===== config.mk =====
export PLATFORM = sky130hd
export DESIGN_NAME = cla8_op_sequencer_flat
export DESIGN_NICKNAME = d
export VERILOG_FILES = /design/src/rtl/cla8_pkg.sv /design/src/rtl/cla8_op_sequencer_if.sv /design/src/rtl/cla8_flags.sv /design/src/rtl/cla8_op_sequencer.sv /design/src/flat_wrapper.sv
export SDC_FILE = /design/constraint.sdc
export NUM_CORES = 1
export LEC_CHECK = 0
export ABC_CLOCK_PERIOD_IN_PS = 1500
export CORE_ASPECT_RATIO = 0.9
export CORE_MARGIN = 4
export CORE_UTILIZATION = 25
export DETAILED_ROUTE_END_ITERATION = 10
export HOLD_SLACK_MARGIN = 0.1
export SKIP_CTS_REPAIR_TIMING = 1
export SLEW_MARGIN = 20
export SYNTH_ARGS = -nofsm -noshare
export SYNTH_HDL_FRONTEND = slang
export SYNTH_SLANG_ARGS = --single-unit

===== constraint.sdc =====
create_clock -name clk -period 1.5 [get_ports clk]
set_clock_uncertainty 0.1 [all_clocks]
set_input_delay 0.3 -clock clk [delete_from_list [all_inputs] [get_ports clk]]
set_output_delay 0.3 -clock clk [all_outputs]
set_load 0.02 [all_outputs]

===== src/rtl/cla8_pkg.sv =====
// ---------------------------------------------------------------------------
// cla8_pkg
// Shared definitions for the CLA8 operation sequencer and its bench.
//   cla8_state_e    : sequencer FSM states (IDLE, SETTLE, RESP)
//   CLA8_W          : datapath width of the carry-lookahead adder
//   CLA8_SETTLE_DEF : default settle time, in clock cycles
// ---------------------------------------------------------------------------
package cla8_pkg;

  localparam int CLA8_W          = 8;
  localparam int CLA8_SETTLE_DEF = 4;

  typedef enum logic [1:0] {
    IDLE   = 2'd0,
    SETTLE = 2'd1,
    RESP   = 2'd2
  } cla8_state_e;

endpackage


===== src/rtl/cla8_op_sequencer_if.sv =====
// ---------------------------------------------------------------------------
// cla8_op_sequencer_if
// Bundles the three buses around the sequencer:
//   req_*  : request handshake (valid/ready) with operands and op type
//   cla_*  : registered operands out to the CLA, sum/carry back from it
//   rsp_*  : response handshake (valid/ready) with captured result and flags
// Modports:
//   slave  : the sequencer's view
//   master : the environment's view (requester, consumer and CLA together)
// ---------------------------------------------------------------------------
interface cla8_op_sequencer_if;
  import cla8_pkg::*;

  logic              req_valid;
  logic              req_ready;
  logic [CLA8_W-1:0] req_a;
  logic [CLA8_W-1:0] req_b;
  logic              req_cin;
  logic              req_sub;

  logic [CLA8_W-1:0] cla_a;
  logic [CLA8_W-1:0] cla_b;
  logic              cla_cin;
  logic [CLA8_W-1:0] cla_sum;
  logic              cla_cout;

  logic              rsp_valid;
  logic              rsp_ready;
  logic [CLA8_W-1:0] rsp_sum;
  logic              rsp_cout;
  logic              rsp_ovf;
  logic              rsp_zero;

  modport slave (
    input  req_valid, req_a, req_b, req_cin, req_sub,
    input  cla_sum, cla_cout,
    input  rsp_ready,
    output req_ready,
    output cla_a, cla_b, cla_cin,
    output rsp_valid, rsp_sum, rsp_cout, rsp_ovf, rsp_zero
  );

  modport master (
    output req_valid, req_a, req_b, req_cin, req_sub,
    output cla_sum, cla_cout,
    output rsp_ready,
    input  req_ready,
    input  cla_a, cla_b, cla_cin,
    input  rsp_valid, rsp_sum, rsp_cout, rsp_ovf, rsp_zero
  );

endinterface


===== src/rtl/cla8_flags.sv =====
// ---------------------------------------------------------------------------
// cla8_flags
// Combinational result flags for an addition a + b_eff (+ carry).
// Subtraction is presented here already folded into b_eff (inverted B),
// so one overflow rule covers both operations.
//   a     in  CLA8_W  first operand as launched into the CLA
//   b_eff in  CLA8_W  effective second operand as launched into the CLA
//   sum   in  CLA8_W  CLA sum
//   ovf   out 1       two's-complement overflow
//   zero  out 1       sum is all zeros
// ---------------------------------------------------------------------------
module cla8_flags
  import cla8_pkg::*;
(
  input  logic [CLA8_W-1:0] a,
  input  logic [CLA8_W-1:0] b_eff,
  input  logic [CLA8_W-1:0] sum,
  output logic              ovf,
  output logic              zero
);

  // Overflow: both operands share a sign and the sum's sign differs from it.
  assign ovf  = (a[CLA8_W-1] == b_eff[CLA8_W-1]) && (sum[CLA8_W-1] != a[CLA8_W-1]);
  assign zero = (sum == '0);

endmodule


===== src/rtl/cla8_op_sequencer.sv =====
// ---------------------------------------------------------------------------
// cla8_op_sequencer
// Sequential driver/consumer for the combinational gate-delay CLA.
// Accepts an add/subtract request, launches registered operands into the
// CLA, waits SETTLE_CYCLES clocks for the gate-delay cells to resolve,
// captures sum/carry plus flags, and offers them on a response handshake.
// Parameters:
//   SETTLE_CYCLES  launch-to-capture distance in clocks, legal 1..15
// Ports:
//   clk  in  1  rising-edge clock
//   rst  in  1  asynchronous active-high reset
//   bus  cla8_op_sequencer_if.slave  request, CLA and response buses
// ---------------------------------------------------------------------------
module cla8_op_sequencer
  import cla8_pkg::*;
#(
  parameter int SETTLE_CYCLES = CLA8_SETTLE_DEF
) (
  input  logic               clk,
  input  logic               rst,
  cla8_op_sequencer_if.slave bus
);

  localparam logic [3:0] SETTLE_LOAD = 4'(SETTLE_CYCLES);

  cla8_state_e       r_state;
  logic [3:0]        r_cnt;
  logic [CLA8_W-1:0] r_claA;
  logic [CLA8_W-1:0] r_claB;
  logic              r_claCin;
  logic [CLA8_W-1:0] r_rspSum;
  logic              r_rspCout;
  logic              r_rspOvf;
  logic              r_rspZero;
  logic              r_reqReady;
  logic              r_rspValid;

  logic              w_ovf;
  logic              w_zero;

  // Flags are evaluated against the operands actually in the CLA, so the
  // subtract case needs no special handling here.
  cla8_flags u_flags (
    .a     (r_claA),
    .b_eff (r_claB),
    .sum   (bus.cla_sum),
    .ovf   (w_ovf),
    .zero  (w_zero)
  );

  // Sequencer FSM. The op type is folded into cla_b/cla_cin at accept time
  // (A - B - borrow == A + ~B + ~borrow), so no separate copy of req_sub is
  // kept. req_ready/rsp_valid are registered alongside the state so they
  // never depend combinationally on req_valid or rsp_ready.
  always_ff @(posedge clk or posedge rst) begin
    if (rst) begin
      r_state    <= IDLE;
      r_cnt      <= '0;
      r_claA     <= '0;
      r_claB     <= '0;
      r_claCin   <= 1'b0;
      r_rspSum   <= '0;
      r_rspCout  <= 1'b0;
      r_rspOvf   <= 1'b0;
      r_rspZero  <= 1'b0;
      r_reqReady <= 1'b1;
      r_rspValid <= 1'b0;
    end else begin
      case (r_state)
        IDLE: begin
          if (bus.req_valid) begin
            r_claA     <= bus.req_a;
            r_claB     <= bus.req_b ^ {CLA8_W{bus.req_sub}};
            r_claCin   <= bus.req_cin ^ bus.req_sub;
            r_cnt      <= SETTLE_LOAD;
            r_reqReady <= 1'b0;
            r_state    <= SETTLE;
          end
        end

        SETTLE: begin
          r_cnt <= r_cnt - 4'd1;
          // cnt==1 marks the edge SETTLE_CYCLES clocks after the accept edge.
          if (r_cnt == 4'd1) begin
            r_rspSum   <= bus.cla_sum;
            r_rspCout  <= bus.cla_cout;
            r_rspOvf   <= w_ovf;
            r_rspZero  <= w_zero;
            r_rspValid <= 1'b1;
            r_state    <= RESP;
          end
        end

        RESP: begin
          if (bus.rsp_ready) begin
            r_rspValid <= 1'b0;
            r_reqReady <= 1'b1;
            r_state    <= IDLE;
          end
        end

        default: begin
          r_rspValid <= 1'b0;
          r_reqReady <= 1'b1;
          r_state    <= IDLE;
        end
      endcase
    end
  end

  assign bus.req_ready = r_reqReady;
  assign bus.cla_a     = r_claA;
  assign bus.cla_b     = r_claB;
  assign bus.cla_cin   = r_claCin;
  assign bus.rsp_valid = r_rspValid;
  assign bus.rsp_sum   = r_rspSum;
  assign bus.rsp_cout  = r_rspCout;
  assign bus.rsp_ovf   = r_rspOvf;
  assign bus.rsp_zero  = r_rspZero;

endmodule

===== src/flat_wrapper.sv =====
// flat-port wrapper written by rule: the top's interface ports become plain ports
module cla8_op_sequencer_flat import cla8_pkg::*;
#(
  parameter int SETTLE_CYCLES = CLA8_SETTLE_DEF
)
  (clk, rst, bus_req_valid, bus_req_a, bus_req_b, bus_req_cin, bus_req_sub, bus_cla_sum, bus_cla_cout, bus_rsp_ready, bus_req_ready, bus_cla_a, bus_cla_b, bus_cla_cin, bus_rsp_valid, bus_rsp_sum, bus_rsp_cout, bus_rsp_ovf, bus_rsp_zero);
  cla8_op_sequencer_if bus_i ();
  input  logic clk;
  input  logic rst;
  input wire logic [$bits(bus_i.req_valid)-1:0] bus_req_valid;
  input wire logic [$bits(bus_i.req_a)-1:0] bus_req_a;
  input wire logic [$bits(bus_i.req_b)-1:0] bus_req_b;
  input wire logic [$bits(bus_i.req_cin)-1:0] bus_req_cin;
  input wire logic [$bits(bus_i.req_sub)-1:0] bus_req_sub;
  input wire logic [$bits(bus_i.cla_sum)-1:0] bus_cla_sum;
  input wire logic [$bits(bus_i.cla_cout)-1:0] bus_cla_cout;
  input wire logic [$bits(bus_i.rsp_ready)-1:0] bus_rsp_ready;
  output wire logic [$bits(bus_i.req_ready)-1:0] bus_req_ready;
  output wire logic [$bits(bus_i.cla_a)-1:0] bus_cla_a;
  output wire logic [$bits(bus_i.cla_b)-1:0] bus_cla_b;
  output wire logic [$bits(bus_i.cla_cin)-1:0] bus_cla_cin;
  output wire logic [$bits(bus_i.rsp_valid)-1:0] bus_rsp_valid;
  output wire logic [$bits(bus_i.rsp_sum)-1:0] bus_rsp_sum;
  output wire logic [$bits(bus_i.rsp_cout)-1:0] bus_rsp_cout;
  output wire logic [$bits(bus_i.rsp_ovf)-1:0] bus_rsp_ovf;
  output wire logic [$bits(bus_i.rsp_zero)-1:0] bus_rsp_zero;
  assign bus_i.req_valid = bus_req_valid;
  assign bus_i.req_a = bus_req_a;
  assign bus_i.req_b = bus_req_b;
  assign bus_i.req_cin = bus_req_cin;
  assign bus_i.req_sub = bus_req_sub;
  assign bus_i.cla_sum = bus_cla_sum;
  assign bus_i.cla_cout = bus_cla_cout;
  assign bus_i.rsp_ready = bus_rsp_ready;
  assign bus_req_ready = bus_i.req_ready;
  assign bus_cla_a = bus_i.cla_a;
  assign bus_cla_b = bus_i.cla_b;
  assign bus_cla_cin = bus_i.cla_cin;
  assign bus_rsp_valid = bus_i.rsp_valid;
  assign bus_rsp_sum = bus_i.rsp_sum;
  assign bus_rsp_cout = bus_i.rsp_cout;
  assign bus_rsp_ovf = bus_i.rsp_ovf;
  assign bus_rsp_zero = bus_i.rsp_zero;
  cla8_op_sequencer #(.SETTLE_CYCLES(SETTLE_CYCLES)) u_core (.clk(clk), .rst(rst), .bus(bus_i));
endmodule

==> metrics.md <==
| Metric | Value |
|---|---|
| Largest cells by area after synthesis | dfrtp_1, mux2_2, xnor2_1 |
| Max clock buf depth | 2 |
| Sequential Power Share | 0.343 |
| Setup CP Type | reg -> reg |
| CTS Buf Count | 5 |
| Final worst slack | -0.0605 ns |
| Total Die Area | 7600 um2 |
| Grt ovf | 0 |
| Commonest cells post-synth | dfrtp_1, mux2_2, a21oi_1 |
| Drt total wl | 3500 um |
| Fillers | around 580 |
| Root Buffer | clkbuf_8 |
| Number of global-route vias before repair | roughly 1.3k |
| Area delta synth->final | 66.5% |
| CTS tree | done |
| Worst-path fanout max | 13 |
| Final hold vios | 0 |
| Placeable Area | 6110 um2 |
| Status | finished with violations |
| Worst vdd ir | around 520 uV |
| Worst-Margin Slew | 0.312 ns |
| Finished layout cell area | 2610 um2 |
| Post-route ant nets | 0 |
| Clock share of power | 0.169 |
| Top cell type's share of synthesized area | 0.559 |
| CTS H-Tree Depth | 2 |
| Yosys Warn Count | 0 |
| Via count | about 1.2k |
| Switching power | roughly 1.7 mW |
| Max-slew headroom | 0.789 |
| WP data arrival | 1.63 ns |
| Number of top-level pins | 61 |
| GRT Util Overall | 0.0976 |
| # diodes | 0 |
| Cell with the most instances after synthesis | dfrtp_1 |
| Share of layout cells above drive strength 1 | 0.250 |
| Violated checks | setup timing |
| WHS | 0.260 ns |
| Post-layout util | 0.427 |
| Top FF cell, synth | dfrtp_1 |
| Largest net degree at the start of global routing | 24 |
| PwrDens | 1910 nW/um2 |
| Iter 0 DRT Violations | 54 |
| Max-cap violations | 0 |
| RePlAce Congestion | 0.731 |
| Tmin final | 1.56 ns |
| DRC violations left | 0 |
| Placed cell area | 2410 um2 |
| Synth Instances | 125 |
| First-pass GRT wire length | 5950 um |
| IO buf count | 60 |
| F_max | 641 MHz |
| Internal | 3.26 mW |
| Post-synth net total | ~160 |
| Clock sink count | 36 |
| Max-slew violations | 0 |
| Post-synth ARST share | 1.00 |
| Synth Cell Area | 1570 um2 |
| Via density | 4.10 |
| Die X | approximately 91 um |
| Final period utilization | 1.04 |
| Die H | 83.1 um |
| Leak | 1.33 nW |
| Critical path required time | 1.57 ns |
| Drt pass-1 iters | 4 |
| Wire length per cell | 11.9 um |
| Yosys cell types | 28 |
| Hold WC Path Type | in -> async |
| CP startpoint kind | flip-flop |
| Setup TNS | -0.510 ns |
| RSZ-0062 raised after global routing | yes |
| Syn avg cell area | 12.5 um2 |
| Post-synth EDFFs | 0 |
| Nets@finish | 240 |
| Initial antenna violation count | 0 |
| Element type at the critical path end | flip-flop |
| Dpl hpwl | about 2700 um |
| Initial core utilization | 0.256 |
| Clock Latency Late Sink | 0.28 ns |
| Yosys reg bits | 36 |
| Sequential area share after synthesis | 0.576 |
| Area leader, netlist | dfrtp_1 |
| Combinational power share | 0.488 |
| Reg clk slew, reported paths | 0.08 ns |
| Rows | 27 |
| Net Sw Frac | 0.347 |
| Endpoints failing setup | 10 |
## per-layer routing
layer | global-route usage | share of wire
met5 | 0 | 0
met3 | 0.0426 | 0.082
met2 | 0.151 | 0.46
met4 | 0.0288 | 0.0071
met1 | 0.123 | 0.45
## power by group through the flow
stage          clock, mW  sequential (mW)  combinational [mW]
6_report           0.845             1.71                2.43
3_5_place_dp           0             1.74                2.53
4_1_cts            0.873             1.73                2.54
2_1_floorplan          0             2.21               0.794
5_1_grt            0.913             1.78                2.65
3_3_place_gp           0             1.74                2.50
## state kept, by name, indices dropped and copies added, names as in the netlist
register,flops
u_core.bus.cla_a,8
u_core.bus.cla_b,8
u_core.bus.rsp_sum,8
u_core.r_cnt,4
u_core.r_state,2
u_core.bus.cla_cin,1
u_core.bus.req_ready,1
u_core.bus.rsp_cout,1
u_core.bus.rsp_ovf,1
u_core.bus.rsp_valid,1
u_core.bus.rsp_zero,1
## worst paths after layout
check,startpoint,endpoint,slack (ns),cells after the start
hold / removal,rst,u_core.bus.cla_a[4],0.26,3
max in group asynchronous,rst,u_core.bus.req_ready,0.82,3
min in group clk,u_core.bus.rsp_valid,u_core.bus.rsp_valid,0.38,2
hold reg to reg,u_core.bus.rsp_valid,u_core.bus.rsp_valid,0.38,2
setup / recovery,u_core.r_cnt[1],u_core.bus.rsp_sum[1],-0.06,6
setup reg to reg,u_core.r_cnt[1],u_core.bus.rsp_sum[1],-0.06,6
## cells in the final DEF, fill, tap and decap left out, drive strengths merged, types with 2 or more instances in the layout
cell type      netlist  layout
a21oi               12      12
buf                  5      20
clkbuf               0       6
clkdlybuf4s50        0      30
dfrtp               35      35
dlymetal6s2s         0      30
ha                   2       2
inv                  5       5
mux2                18      18
nand2                8       8
nand3                2       2
nor2                10      10
nor3b                2       2
nor4                 2       2
o21ai                4       4
xnor2                9       9
## cells by family after synthesis
| logic type | synth area share |
|---|---|
| buffers and inverters | 0.0431 |
| adders and majority gates | 0.0160 |
| DFF | 0.576 |
| and+or+nand+nor | 0.0975 |
| xor gates and xnor gates | 0.0503 |
| AOI/OAI and AO/OA | 0.0767 |
| muxes | 0.141 |
## worst max-delay path, stage by stage, from the launching register on
cell and delay [ns]:
dfrtp_1 0.39, inv_2 0.06, ha_1 0.14, nor3b_4 0.21, nand3_2 0.12, buf_12 0.16, mux2_2 0.27
## final cells by class
class,count,area (um2),area share
sequential,36,903,0.346
timing repair buffer,80,867,0.332
multi-input combinational,79,603,0.231
tap,87,109,0.0417
clock buffer,6,72.6,0.0278
clock inverter,2,35.0,0.0134
inverter,5,18.8,0.00719
## stage by stage
step           setup slack [ns]  instances  power [mW]
2_1_floorplan           -0.0319        125        3.00
6_report                -0.0605        295        4.99
3_5_place_dp             -0.237        287        4.27
3_3_place_gp             -0.220        287        4.23
5_1_grt                  -0.144        295        5.34
4_1_cts                  -0.347        295        5.14
Power figures use the tool's default switching activity.
